`config.mk`:
```
export PLATFORM = sky130hd
export DESIGN_NAME = imem_boot_ctrl
export DESIGN_NICKNAME = d
export VERILOG_FILES = /design/src/rtl/imem_boot_ctrl.sv
export SDC_FILE = /design/constraint.sdc
export NUM_CORES = 1
export LEC_CHECK = 0
export BUFFER_PORTS_ARGS = -buffer_cell sky130_fd_sc_hd__clkbuf_2
export CORE_AREA = 2 2 113 115
export DETAILED_ROUTE_END_ITERATION = 8
export DIE_AREA = 0 0 115 117
export PLACE_DENSITY = 0.73
export SKIP_CTS_REPAIR_TIMING = 1
export SKIP_LAST_GASP = 1
export SYNTH_ARGS = -nofsm -noshare
export SYNTH_HDL_FRONTEND = slang
export SYNTH_SLANG_ARGS = --single-unit
```
`constraint.sdc`:
```
create_clock -name clk -period 8.6 [get_ports clk]
set_input_delay 2.58 -clock clk [delete_from_list [all_inputs] [get_ports clk]]
set_output_delay 2.58 -clock clk [all_outputs]
set_load 0.02 [all_outputs]
```
`src/rtl/imem_boot_ctrl.sv`:
```
// imem_boot_ctrl
// Boot-time program loader. Assembles a little-endian byte stream into
// 32-bit words, writes them to the instruction memory, pads the rest of
// the memory with FILL_WORD and then releases the core from reset.

module imem_boot_ctrl #(
    parameter int          IM_WORDS  = 1024,
    parameter int          AW        = 10,
    parameter logic [31:0] FILL_WORD = 32'h00000013
) (
    input  logic          clk,
    input  logic          resetb,
    input  logic          start,
    input  logic [AW+2:0] byte_count,
    input  logic          rx_valid,
    input  logic [7:0]    rx_data,
    output logic          rx_ready,
    output logic          im_we,
    output logic [AW-1:0] im_waddr,
    output logic [31:0]   im_wdata,
    output logic          core_resetb,
    output logic          busy,
    output logic          done,
    output logic          overflow_err
);

    localparam logic [2:0] ST_IDLE    = 3'd0;
    localparam logic [2:0] ST_RECV    = 3'd1;
    localparam logic [2:0] ST_WRITE   = 3'd2;
    localparam logic [2:0] ST_FILL    = 3'd3;
    localparam logic [2:0] ST_RELEASE = 3'd4;
    localparam logic [2:0] ST_RUN     = 3'd5;

    // Whole memory in bytes; the byte counter is one bit wider than a
    // byte address so this value is representable.
    localparam logic [AW+2:0] MAX_BYTES = (AW+3)'(IM_WORDS * 4);
    localparam logic [AW-1:0] LAST_IDX  = AW'(IM_WORDS - 1);

    // Control state
    logic [2:0]    state_q,    state_d;
    logic [AW+2:0] count_q,    count_d;     // clamped number of bytes to load
    logic [AW+2:0] rcvd_q,     rcvd_d;      // bytes accepted so far
    logic [AW-1:0] word_idx_q, word_idx_d;  // word currently being built/filled
    logic [1:0]    lane_q,     lane_d;      // next byte lane in the word
    logic [31:0]   asm_q,      asm_d;       // word assembly register

    // Registered outputs
    logic          rx_ready_q,    rx_ready_d;
    logic          im_we_q,       im_we_d;
    logic [AW-1:0] im_waddr_q,    im_waddr_d;
    logic [31:0]   im_wdata_q,    im_wdata_d;
    logic          core_resetb_q, core_resetb_d;
    logic          busy_q,        busy_d;
    logic          done_q,        done_d;
    logic          ovf_q,         ovf_d;

    // Helpers
    logic [AW+2:0] count_clamped;
    logic          count_over;
    logic [AW+2:0] rcvd_inc;
    logic [AW-1:0] word_idx_inc;
    logic [31:0]   byte_shifted;
    logic          accept;

    // Request clamping, byte placement and handshake decode
    always_comb begin
        count_over    = (byte_count > MAX_BYTES);
        count_clamped = count_over ? MAX_BYTES : byte_count;
        rcvd_inc      = rcvd_q + 1'b1;
        word_idx_inc  = word_idx_q + 1'b1;
        byte_shifted  = {24'd0, rx_data} << {lane_q, 3'b000};
        accept        = rx_valid && rx_ready_q;
    end

    // Next-state and next-output logic; every output is a register, so
    // the values for the coming state are decided here on the transition.
    always_comb begin
        state_d       = state_q;
        count_d       = count_q;
        rcvd_d        = rcvd_q;
        word_idx_d    = word_idx_q;
        lane_d        = lane_q;
        asm_d         = asm_q;
        rx_ready_d    = 1'b0;
        im_we_d       = 1'b0;
        im_waddr_d    = im_waddr_q;
        im_wdata_d    = im_wdata_q;
        core_resetb_d = core_resetb_q;
        busy_d        = busy_q;
        done_d        = done_q;
        ovf_d         = ovf_q;

        case (state_q)
            ST_IDLE, ST_RUN: begin
                if (start) begin
                    count_d       = count_clamped;
                    ovf_d         = count_over;
                    rcvd_d        = '0;
                    word_idx_d    = '0;
                    lane_d        = 2'd0;
                    asm_d         = 32'd0;
                    busy_d        = 1'b1;
                    core_resetb_d = 1'b0;
                    done_d        = 1'b0;
                    if (count_clamped != '0) begin
                        state_d    = ST_RECV;
                        rx_ready_d = 1'b1;
                    end else begin
                        // Empty image: go straight to padding from word 0.
                        state_d    = ST_FILL;
                        im_we_d    = 1'b1;
                        im_waddr_d = '0;
                        im_wdata_d = FILL_WORD;
                    end
                end
            end

            ST_RECV: begin
                rx_ready_d = 1'b1;
                if (accept) begin
                    asm_d  = asm_q | byte_shifted;
                    rcvd_d = rcvd_inc;
                    lane_d = lane_q + 2'd1;
                    if ((lane_q == 2'd3) || (rcvd_inc == count_q)) begin
                        // Word complete (or stream exhausted): drop ready so
                        // nothing is taken while the word is written.
                        state_d    = ST_WRITE;
                        rx_ready_d = 1'b0;
                        im_we_d    = 1'b1;
                        im_waddr_d = word_idx_q;
                        im_wdata_d = asm_q | byte_shifted;
                    end
                end
            end

            ST_WRITE: begin
                asm_d  = 32'd0;
                lane_d = 2'd0;
                if (rcvd_q != count_q) begin
                    state_d    = ST_RECV;
                    rx_ready_d = 1'b1;
                    word_idx_d = word_idx_inc;
                end else if (word_idx_q != LAST_IDX) begin
                    state_d    = ST_FILL;
                    word_idx_d = word_idx_inc;
                    im_we_d    = 1'b1;
                    im_waddr_d = word_idx_inc;
                    im_wdata_d = FILL_WORD;
                end else begin
                    // Image covered the whole memory; no padding needed and
                    // the index is left in place rather than wrapping.
                    state_d = ST_RELEASE;
                    busy_d  = 1'b0;
                end
            end

            ST_FILL: begin
                // word_idx_q is the address being written this cycle.
                if (word_idx_q == LAST_IDX) begin
                    state_d = ST_RELEASE;
                    busy_d  = 1'b0;
                end else begin
                    word_idx_d = word_idx_inc;
                    im_we_d    = 1'b1;
                    im_waddr_d = word_idx_inc;
                    im_wdata_d = FILL_WORD;
                end
            end

            ST_RELEASE: begin
                // One idle cycle after the last write before the core runs.
                state_d       = ST_RUN;
                core_resetb_d = 1'b1;
                done_d        = 1'b1;
            end

            default: begin
                state_d = ST_IDLE;
            end
        endcase
    end

    // State and output registers with asynchronous active-low reset
    always_ff @(posedge clk or negedge resetb) begin
        if (!resetb) begin
            state_q       <= ST_IDLE;
            count_q       <= '0;
            rcvd_q        <= '0;
            word_idx_q    <= '0;
            lane_q        <= 2'd0;
            asm_q         <= 32'd0;
            rx_ready_q    <= 1'b0;
            im_we_q       <= 1'b0;
            im_waddr_q    <= '0;
            im_wdata_q    <= 32'd0;
            core_resetb_q <= 1'b0;
            busy_q        <= 1'b0;
            done_q        <= 1'b0;
            ovf_q         <= 1'b0;
        end else begin
            state_q       <= state_d;
            count_q       <= count_d;
            rcvd_q        <= rcvd_d;
            word_idx_q    <= word_idx_d;
            lane_q        <= lane_d;
            asm_q         <= asm_d;
            rx_ready_q    <= rx_ready_d;
            im_we_q       <= im_we_d;
            im_waddr_q    <= im_waddr_d;
            im_wdata_q    <= im_wdata_d;
            core_resetb_q <= core_resetb_d;
            busy_q        <= busy_d;
            done_q        <= done_d;
            ovf_q         <= ovf_d;
        end
    end

    assign rx_ready     = rx_ready_q;
    assign im_we        = im_we_q;
    assign im_waddr     = im_waddr_q;
    assign im_wdata     = im_wdata_q;
    assign core_resetb  = core_resetb_q;
    assign busy         = busy_q;
    assign done         = done_q;
    assign overflow_err = ovf_q;

endmodule
```
==> impl_metrics.csv, run 1 <==
group,metric,value,unit
run_status,outcome,"finished, final reports clean",
timing,worst_slack,3.13,ns
power,power,2.72,mW
logic_synthesis,syn-cell-area,6010,um2
finish,layout-drive-gt1-share,23.6,%
clock_tree,htree_levels,4,
routing,drc,0,
logic_synthesis,synth-main-ff-cell,"dfrtp_1",
logic_synthesis,synth_simple_gate_area_share,15.6,%
routing,wirelength,13700,um
logic_synthesis,synth_top_cell_area_share,50.0,%
die,core_area,12300,um2
routing,route.vias.total,4681,
finish,nets,675,
timing,slew_violations,0,
logic_synthesis,yosysSeqAreaShare,50.0,%
flow_run,maxCapViolations,0,
placement,portBuffers,72,
grt,grtUsageTotal,21.9,%
finish,area.sequential,3000,um2
timing,fmax,0.183,GHz
die,start_util,48.8,%
clock_tree,cts_tree,"done",
grt,grt_pass1_vias,4639,
logic_synthesis,yosysWarnings,0,
logic_synthesis,synth-async-reset-ratio,100,%
timing,worst_pin_slew,1.27,ns
routing,routed_via_density,5.78,
die,rows,41,
routing,dr.first_iter.drc_count,293,
worst_setup_path,cp.arrival,5.76,ns
routing,drt_first_pass_iters,5,
worst_setup_path,worst_setup_path_start_kind,"input pin",
finish,fillers,1069,
min_path,hp-class,"flip-flop to flip-flop",
worst_setup_path,crit_type,"input pin to flip-flop",
grt,grt_first_pass_wirelength,22900,um
routing,ant_nets,0,
placement,gp_congestion,0.910,
grt,grt_max_degree,91,
logic_synthesis,synthAdderAreaFrac,0.625,%
grt,antenna_found_initial,0,
logic_synthesis,synth_top_family_by_area,"simple AND/OR/NAND/NOR gates",
logic_synthesis,synthesis.nets,632,
finish,multi_input_area,2720,um2
finish,num_antenna_cells,0,
logic_synthesis,synthMuxAreaShare,10.6,%
clock_tree,clkSlewWorstSetupHoldPaths,0.06,ns
die,die_y,117,um
logic_synthesis,yosysTopAreaCell,"dfrtp_1",
routing,wl_met3,866,um
timing,min_period,5.47,ns
logic_synthesis,syn_avg_cell_area,9.95,um2
routing,wire_per_inst,17.0,um
placement,dp_slack,2.72,ns
die,num_io_pins,73,
timing,max-slew-margin-rel,14.8,%
logic_synthesis,synth_cell_types,54,
worst_setup_path,crit_chain,"clkbuf_2 > nand2b_1 > or3_1 > inv_1 > a22o_1 > a211oi_4 > buf_4 > mux2_4",
timing,tns,0,ns
logic_synthesis,synth_seq_cells,120,
clock_tree,clk_latency,0.42,ns
clock_tree,clk_path_buf_depth,2,
die,die-area,13500,um2
worst_setup_path,cp_slowest_stage_delay,1.02,ns
clock_tree,cts_made_buffers,17,
logic_synthesis,synth_compound_gate_area_share,15.5,%
logic_synthesis,synth_most_common_cell,"dfrtp_1",
timing,grt_setup_unrepaired,"false",
logic_synthesis,synth_xor_xnor_area_share,2.92,%
power,p_leak,3.41,nW
logic_synthesis,synth_area_leaders,"dfrtp_1 (50%), mux2_4 (9.5%), a21oi_1 (5.8%)",
power,ir_worst_vdd,186,uV
placement,place_hpwl,9200,um
finish,syn_to_final_growth,15.5,%
grt,overflow,0,
logic_synthesis,synth_cells,604,
power,p_per_area,392,nW/um2
worst_setup_path,worstPathRequired,8.89,ns
logic_synthesis,synthTopCellsByCount,"dfrtp_1 (120), nor2_1 (87), a21oi_1 (70), nand2_1 (46), o21ai_0 (43)",
clock_tree,cts_sinks,120,
die,die_w,115,um
timing,skew,0.00908,ns
clock_tree,cts_root_buf,"clkbuf_16",
timing,setup_viol,0,
routing,wl_met2,6440,um
worst_setup_path,worst_setup_path_end_kind,"flip-flop",
worst_setup_path,cp_top_family,"compound AO/OA/AOI/OAI gates",
worst_setup_path,path_buf_inv,3,
timing,min_period_over_period,63.6,%
worst_setup_path,path_max_fanout,26,
routing,wl_met1,5950,um
timing,hold_violations,0,
worst_setup_path,slowest_stage,"a211oi_4",
routing,routed.top_layer,"met4",
logic_synthesis,synth-edff-count,0,
==> metal layers <==
| metal | global-route usage [%] | up-vias |
|---|---|---|
| met5 | 0 | - |
| met3 | 4.48 | 39 |
| li1 | - | 2192 |
| met2 | 34.0 | 164 |
| met4 | 11.5 | 0 |
| met1 | 29.2 | 2286 |
==> registers in the layout (all words and copies together) (netlist names), 2 cells and up <==
| name | count |
|---|---|
| asm_q | 32 |
| lane_q | 2 |
| word_idx_q | 10 |
| state_q | 3 |
| rcvd_q | 13 |
| count_q | 13 |
| im_wdata | 32 |
| im_waddr | 10 |
==> power by group <==
group          leakage, nW  switching (mW)  total, mW  internal, mW
combinational         1.57           0.609       1.07         0.459
clock                0.282           0.253      0.723         0.470
sequential            1.56           0.162      0.928         0.765
==> layout make-up <==
class,instances,area share (%)
sequential,120,43.3
clock buffer,21,6.64
clock inverter,11,2.11
timing repair buffer,75,5.56
multi-input combinational,425,39.3
tap,150,2.71
inverter,8,0.433
==> cell families (layout without fill, tap and decap cells) <==
group	after synthesis	in the layout
flip-flops	120	120
adder cells (fa/ha/maj)	3	3
multiplexers	44	44
XOR/XNOR	20	20
buffers and inverters	59	115
AND/OR/NAND/NOR	201	201
AO/OA/AOI/OAI	157	157
==> metrics by stage <==
| stage | util (%) | area [um2] | cells | hold slack, ns |
|---|---|---|---|---|
| floorplan | - | 6010 | 604 | 0.463 |
| global placement | 51.4 | 6330 | 778 | 0.476 |
| detailed placement | 51.4 | 6330 | 778 | 0.484 |
| CTS | 56.3 | 6940 | 810 | 0.497 |
| global route | 56.3 | 6940 | 810 | 0.508 |
| finish | 56.3 | 6940 | 810 | 0.493 |
==> worst min-delay path: stages (launching register included) <==
cell	delay [ns]
dfrtp_1	0.34
a21oi_1	0.04
nor2_1	0.07
==> path summary, 6_finish.rpt <==
check                                     end  depth (start not counted)        from  slack (ns)
max in group asynchronous       word_idx_q[7]                          2      resetb        5.03
worst min register to register       asm_q[8]                          2    asm_q[8]        0.49
worst min-delay path                 asm_q[8]                          2    asm_q[8]        0.49
worst max-delay path             im_wdata[19]                          8       start        3.13
min in group asynchronous          count_q[3]                          1      resetb        2.11
worst max register to register   im_wdata[19]                          7  state_q[0]        4.22
==> placed cells by master (no fill, tap or decap), types with 4 or more instances in the layout <==
| master | synthesis | layout |
|---|---|---|
| o21ai_0 | 43 | 43 |
| or3_1 | 5 | 5 |
| and2_1 | 5 | 5 |
| a31oi_1 | 10 | 10 |
| nand4_1 | 10 | 10 |
| nand3_1 | 10 | 10 |
| clkinvlp_4 | 0 | 5 |
| a22o_1 | 15 | 15 |
| clkbuf_16 | 0 | 17 |
| mux2_2 | 5 | 5 |
| xnor2_1 | 16 | 16 |
| buf_4 | 1 | 4 |
| nand2b_1 | 4 | 4 |
| inv_1 | 8 | 8 |
| dfrtp_1 | 120 | 120 |
| clkbuf_2 | 9 | 71 |
| mux2_4 | 38 | 38 |
| nor2_1 | 87 | 86 |
| a21oi_1 | 70 | 70 |
| nor4_1 | 4 | 4 |
| nor3_1 | 5 | 5 |
| nor2b_1 | 9 | 9 |
| nand2_1 | 46 | 46 |
| xor2_1 | 4 | 4 |
| and3_1 | 4 | 4 |
No activity file was read; power rests on OpenSTA's default activity.
==> run 2: changes to the inputs <==
PLACE_DENSITY = 0.76   (was 0.73)
clock period = 5 ns   (was 8.6 ns; I/O delays follow)
==> run 2 against run 1 <==
  * Hold slack better by 0.0035 ns
  * Critical path depth stayed put
  * Sequential share of layout area is 0.063 points higher
  * Clock skew is 0.0023 ns higher
  * Total power is 70% higher
  * First-iteration DRC count is 53% higher
  * Non-clock buffer count is 2 higher
  * Via count is 0.38% lower
  * Setup slack worse by 1.5 ns
  * Register-to-register slack worse by 2.4 ns
  * Sequential power is 72% higher
  * Critical endpoint is now im_wdata[2]
  * Largest cell class unchanged
  * Largest power group unchanged
==> impl_metrics.csv, run 2 (synthesis results as in run 1) <==
group,metric,value,unit
routing,drt_first_pass_iters,5,
routing,wl_met2,6720,um
timing,min_period,3.37,ns
finish,final_cell_count_no_fill,809,
clock_tree,cts_tree,"done",
finish,syn_to_final_growth,15.3,%
routing,ant_nets,0,
flow_run,maxCapViolations,0,
die,start_util,48.8,%
power,p_switching,1.74,mW
grt,overflow,0,
routing,routed.top_layer,"met4",
timing,setup_viol,0,
routing,wirelength,13600,um
timing,min_period_over_period,67.5,%
routing,routed_via_density,5.76,
die,num_io_pins,73,
placement,dp.cells,780,
grt,grt_max_degree,88,
placement,place_hpwl,9140,um
run_status,outcome,"finished, final reports clean",
routing,wire_per_inst,16.8,um
routing,route.vias.total,4663,
timing,skew,0.0114,ns
clock_tree,cts_made_buffers,17,
power,comb_power_share,40.2,%
finish,nets,677,
die,die_y,117,um
grt,grt_first_pass_wirelength,23000,um
routing,drc,0,
min_path,hp-class,"flip-flop to flip-flop",
timing,tns,0,ns
clock_tree,clk_latency,0.41,ns
die,core_area,12300,um2
clock_tree,htree_levels,4,
power,p_clk_share,25.2,%
worst_setup_path,worstPathRequired,5.29,ns
worst_setup_path,worst_setup_path_start_kind,"input pin",
worst_setup_path,crit_type,"input pin to flip-flop",
power,p_leak,3.42,nW
worst_setup_path,path_max_fanout,44,
grt,grtUsageTotal,21.9,%
worst_setup_path,cp.arrival,3.66,ns
clock_tree,clk_path_buf_depth,2,
timing,slew_violations,0,
routing,wl_met3,880,um
worst_setup_path,worst_setup_path_end_kind,"flip-flop",
timing,grt_setup_unrepaired,"false",
die,rows,41,
timing,fmax,0.296,GHz
power,p_per_area,667,nW/um2
die,die-area,13500,um2
timing,hold_violations,0,
clock_tree,clkSlewWorstSetupHoldPaths,0.05,ns
finish,num_antenna_cells,0,
finish,layout-drive-gt1-share,23.7,%
power,power_frac_seq,34.6,%
routing,wl_met1,5790,um
finish,final_common_cell,"dfrtp_1",
power,ir_worst_vdd,332,uV
timing,max-slew-margin-rel,17.2,%
placement,portBuffers,72,
grt,grt_pass1_vias,4612,
power,power,4.62,mW
power,power.internal,2.88,mW
routing,dr.first_iter.drc_count,447,
finish,layout_common_cells,"dfrtp_1 (120), nor2_1 (86), clkbuf_2 (71), a21oi_1 (70), nand2_1 (46)",
power,switching_share,37.7,%
clock_tree,cts_root_buf,"clkbuf_16",
timing,worst_pin_slew,1.24,ns
placement,gp_congestion,0.913,
grt,antenna_found_initial,0,
die,die_w,115,um
clock_tree,cts_sinks,120,
[run 2: cell types whose count changed in the layout (fill, tap and decap cells not counted)]
cell / delta
clkinv_2: +1
buf_4: +1
clkinvlp_4: -3
clkinv_4: +1
inv_6: -1
clkbuf_8: +1
clkbuf_1: -1
bufinv_16: -1
buf_12: +1
[run 2: cell type report]
type                            instances  area (um2)
Sequential cell                       120        3000
Multi-Input combinational cell        425        2720
Tap cell                              150         188
Clock inverter                          8        98.8
Inverter                                8        30.0
Timing Repair Buffer                   77         413
Fill cell                            1065        5390
Clock buffer                           21         470
[run 2: power by group through the flow]
stage,combinational [mW],clock [mW],sequential [mW]
detailed placement,1.86,0,1.60
global route,2.05,1.24,1.65
finish,1.86,1.16,1.60
floorplan,1.33,0,1.67
global placement,1.79,0,1.59
CTS,1.87,1.18,1.60
[run 2: metal layers]
layer / track usage (%) / vias up
met5: 0 / -
met4: 8.19 / 0
met3: 4.94 / 20
met2: 34.8 / 158
met1: 29.6 / 2285
li1: - / 2200
[run 2: critical path, cell delays in order]
cell and delay (ns):
clkbuf_2 0.12, nand2b_1 0.09, or3_1 0.48, inv_1 0.18
a22o_1 0.28, a211oi_4 0.27, buf_12 0.34, mux2_2 0.38
[run 2: final timing paths]
kind	start	to	slack, ns	depth (start not counted)
min	asm_q[5]	asm_q[5]	0.50	2
max reg2reg	state_q[0]	im_wdata[2]	1.79	8
max	start	im_wdata[2]	1.63	8
min reg2reg	asm_q[5]	asm_q[5]	0.50	2
max in group asynchronous	resetb	count_q[12]	2.82	2
min in group asynchronous	resetb	im_wdata[13]	1.32	1
[run 2: metrics by stage]
step                utilization [%]  setup slack, ns  area (um2)  hold slack (ns)
CTS                            56.3             1.64        6930            0.498
floorplan                         -             1.72        6010            0.463
detailed placement             51.6             1.22        6360            0.484
global placement               51.6             1.32        6360            0.475
global route                   56.3             1.49        6930            0.507
finish                         56.3             1.63        6930            0.497
==> run 3: changes to the inputs <==
ABC_AREA = 1   (was not set)
CORE_AREA = 2 2 117 119   (was 2 2 113 115)
DIE_AREA = 0 0 119 121   (was 0 0 115 117)
PLACE_DENSITY = 0.73   (was 0.76)
clock period = 3.4 ns   (was 5 ns; I/O delays follow)
==> run 3 against run 2 <==
  * Setup slack worse by 0.94 ns
  * Routed wire length up 9.7%
  * Cell count up 31%
  * Highest routed layer unchanged
  * Sequential share of layout area down 3.1 points
  * Register-to-register slack worse by 1.1 ns
  * Largest cell class unchanged
==> impl_metrics.csv, run 3 <==
group,metric,value,unit
finish,num_antenna_cells,0,
finish,final_cell_count_no_fill,1059,
placement,place_hpwl,10000,um
min_path,hp-class,"flip-flop to flip-flop",
logic_synthesis,synth_seq_cells,120,
grt,grt_first_pass_wirelength,24800,um
logic_synthesis,syn-cell-area,6430,um2
power,ir_worst_vdd,419,uV
die,rows,42,
timing,skew,0.00988,ns
worst_setup_path,path_buf_inv,1,
worst_setup_path,slowest_stage,"nand2_4",
worst_setup_path,cp_top_family,"simple AND/OR/NAND/NOR gates",
logic_synthesis,synth_cells,806,
timing,slew_violations,0,
die,die-area,14400,um2
clock_tree,cts_made_buffers,17,
routing,route.vias.total,5473,
finish,nets,900,
placement,dp.cells,1029,
power,p_per_area,834,nW/um2
worst_setup_path,cp_slowest_stage_delay,0.53,ns
routing,drc,0,
clock_tree,htree_levels,4,
worst_setup_path,worst_setup_path_end_kind,"flip-flop",
logic_synthesis,synth_top_cell_area_share,46.7,%
logic_synthesis,synth_area_leaders,"dfrtp_1 (47%), nand2_1 (14%), nand3_2 (6.4%)",
die,die_w,119,um
flow_run,maxCapViolations,0,
die,core_area,13100,um2
logic_synthesis,synth_cell_types,37,
grt,overflow,0,
placement,placed_cell_area,6880,um2
worst_setup_path,crit_chain,"ha_1 > nand2_2 > clkinv_1 > nand3_1 > nand2_1 > and2_1 > nor2_1 > nor2_1 > nand3_2 > nand3_4 > nand2_4 > nand2_1 > nand2_1",
grt,grtUsageTotal,21.7,%
routing,dr.first_iter.drc_count,444,
run_status,outcome,"finished, final reports clean",
routing,ant_nets,0,
logic_synthesis,syn_avg_cell_area,7.98,um2
finish,final_common_cell,"nand2_1",
worst_setup_path,path_max_fanout,44,
die,die_y,121,um
routing,wirelength,14900,um
routing,wire_per_inst,14.1,um
timing,worst_pin_slew,0.641,ns
timing,min_period_over_period,79.9,%
grt,antenna_found_initial,0,
logic_synthesis,yosysTopAreaCell,"dfrtp_1",
placement,gp_congestion,0.860,
worst_setup_path,cpMostUsedCell,"nand2_1",
logic_synthesis,synth-async-reset-ratio,100,%
clock_tree,clk_latency,0.42,ns
clock_tree,clkSlewWorstSetupHoldPaths,0.05,ns
logic_synthesis,yosysSeqAreaShare,46.7,%
finish,layout-drive-gt1-share,21.2,%
worst_setup_path,crit_type,"flip-flop to flip-flop",
timing,hold_violations,0,
timing,grt_setup_unrepaired,"false",
routing,drt_first_pass_iters,5,
timing,setup_viol,0,
timing,tns,0,ns
clock_tree,clk_path_buf_depth,2,
finish,stdcell_area,7470,um2
finish,layout_common_cells,"nand2_1 (239), dfrtp_1 (120), inv_1 (91), clkbuf_2 (71), nand3_1 (63)",
logic_synthesis,synth-edff-count,0,
finish,syn_to_final_growth,16.0,%
logic_synthesis,synthesis.nets,834,
die,start_util,49.2,%
placement,portBuffers,72,
grt,grt_max_degree,55,
power,p_leak,3.64,nW
grt,grt_pass1_vias,5084,
timing,min_period,2.72,ns
logic_synthesis,synth_most_common_cell,"nand2_1",
worst_setup_path,cp.arrival,3.06,ns
logic_synthesis,synthTopCellsByCount,"nand2_1 (239), dfrtp_1 (120), inv_1 (91), nand3_1 (63), o21ai_0 (62)",
timing,fmax,0.368,GHz
finish,utilization,57.1,%
clock_tree,cts_sinks,120,
logic_synthesis,yosysWarnings,0,
clock_tree,cts_root_buf,"clkbuf_16",
die,num_io_pins,73,
worst_setup_path,worst_setup_path_start_kind,"flip-flop",
logic_synthesis,synth-main-ff-cell,"dfrtp_1",
routing,routed_via_density,5.17,
worst_setup_path,worstPathRequired,3.75,ns
clock_tree,cts_tree,"done",
timing,max-slew-margin-rel,57.2,%
## run 3: cell count changes after synthesis, sizes merged, moves of 17 or more
cell / before / now
clkbuf: 36 / 19
mux2: 43 / 0
a21oi: 70 / 40
nand2: 46 / 247
o21ai: 43 / 66
nor2: 87 / 39
inv: 8 / 101
nand3: 10 / 105
## run 3: logic make-up after synthesis
group / count (synthesis) / synth area share, %
AO/OA/AOI/OAI: 127 / 10.6
AND/OR/NAND/NOR: 405 / 30.8
buffers and inverters: 141 / 9.96
XOR/XNOR: 10 / 1.36
adder cells (fa/ha/maj): 3 / 0.583
flip-flops: 120 / 46.7
## run 3: area by class of cell
type	instances	area, um2
fill	1177	5620
sequential	120	3000
multi-input combinational	545	2800
clock buffer	21	460
timing repair buffer	81	455
inverter	107	403
tap	176	220
clock inverter	9	125
## run 3: worst paths after layout
path / startpoint / end / slack (ns) / depth (start not counted)
worst max-delay path: rcvd_q[0] / im_wdata[24] / 0.68 / 13
min in group asynchronous: resetb / word_idx_q[7] / 0.61 / 1
worst min register to register: im_wdata[16] / im_wdata[16] / 0.47 / 2
worst max register to register: rcvd_q[0] / im_wdata[24] / 0.68 / 13
worst min-delay path: im_wdata[16] / im_wdata[16] / 0.47 / 2
max in group asynchronous: resetb / count_q[6] / 2.03 / 2
## run 3: worst register-to-register path, stage by stage (launching register included)
cell	delay (ns)
dfrtp_1	0.45
ha_1	0.29
nand2_2	0.15
clkinv_1	0.10
nand3_1	0.09
nand2_1	0.07
and2_1	0.15
nor2_1	0.09
nor2_1	0.07
nand3_2	0.11
nand3_4	0.33
nand2_4	0.54
nand2_1	0.13
nand2_1	0.10
## run 3: stage by stage
step	setup slack [ns]	hold WS [ns]	total power, mW
floorplan	0.946	0.453	3.95
global placement	0.582	0.456	4.39
detailed placement	0.564	0.460	4.43
CTS	0.718	0.473	6.25
global route	0.505	0.488	6.63
finish	0.684	0.467	6.22
## run 3: per-layer routing
metal,part of all wire (%),vias to the layer above,track usage (%),wire [um]
li1,-,2722,-,-
met1,47,2583,29.9,7080
met2,47,152,34.1,6960
met3,4.9,16,5.08,738
met4,1.2,0,7.22,177
met5,0,-,0,0
## run 3: where the power goes
group	switching, mW	leakage, nW	internal (mW)	total (mW)
logic	1.75	1.73	0.680	2.43
registers	0.248	1.63	1.74	1.99
clock network	0.623	0.285	1.18	1.80
total	2.62	3.64	3.60	6.22
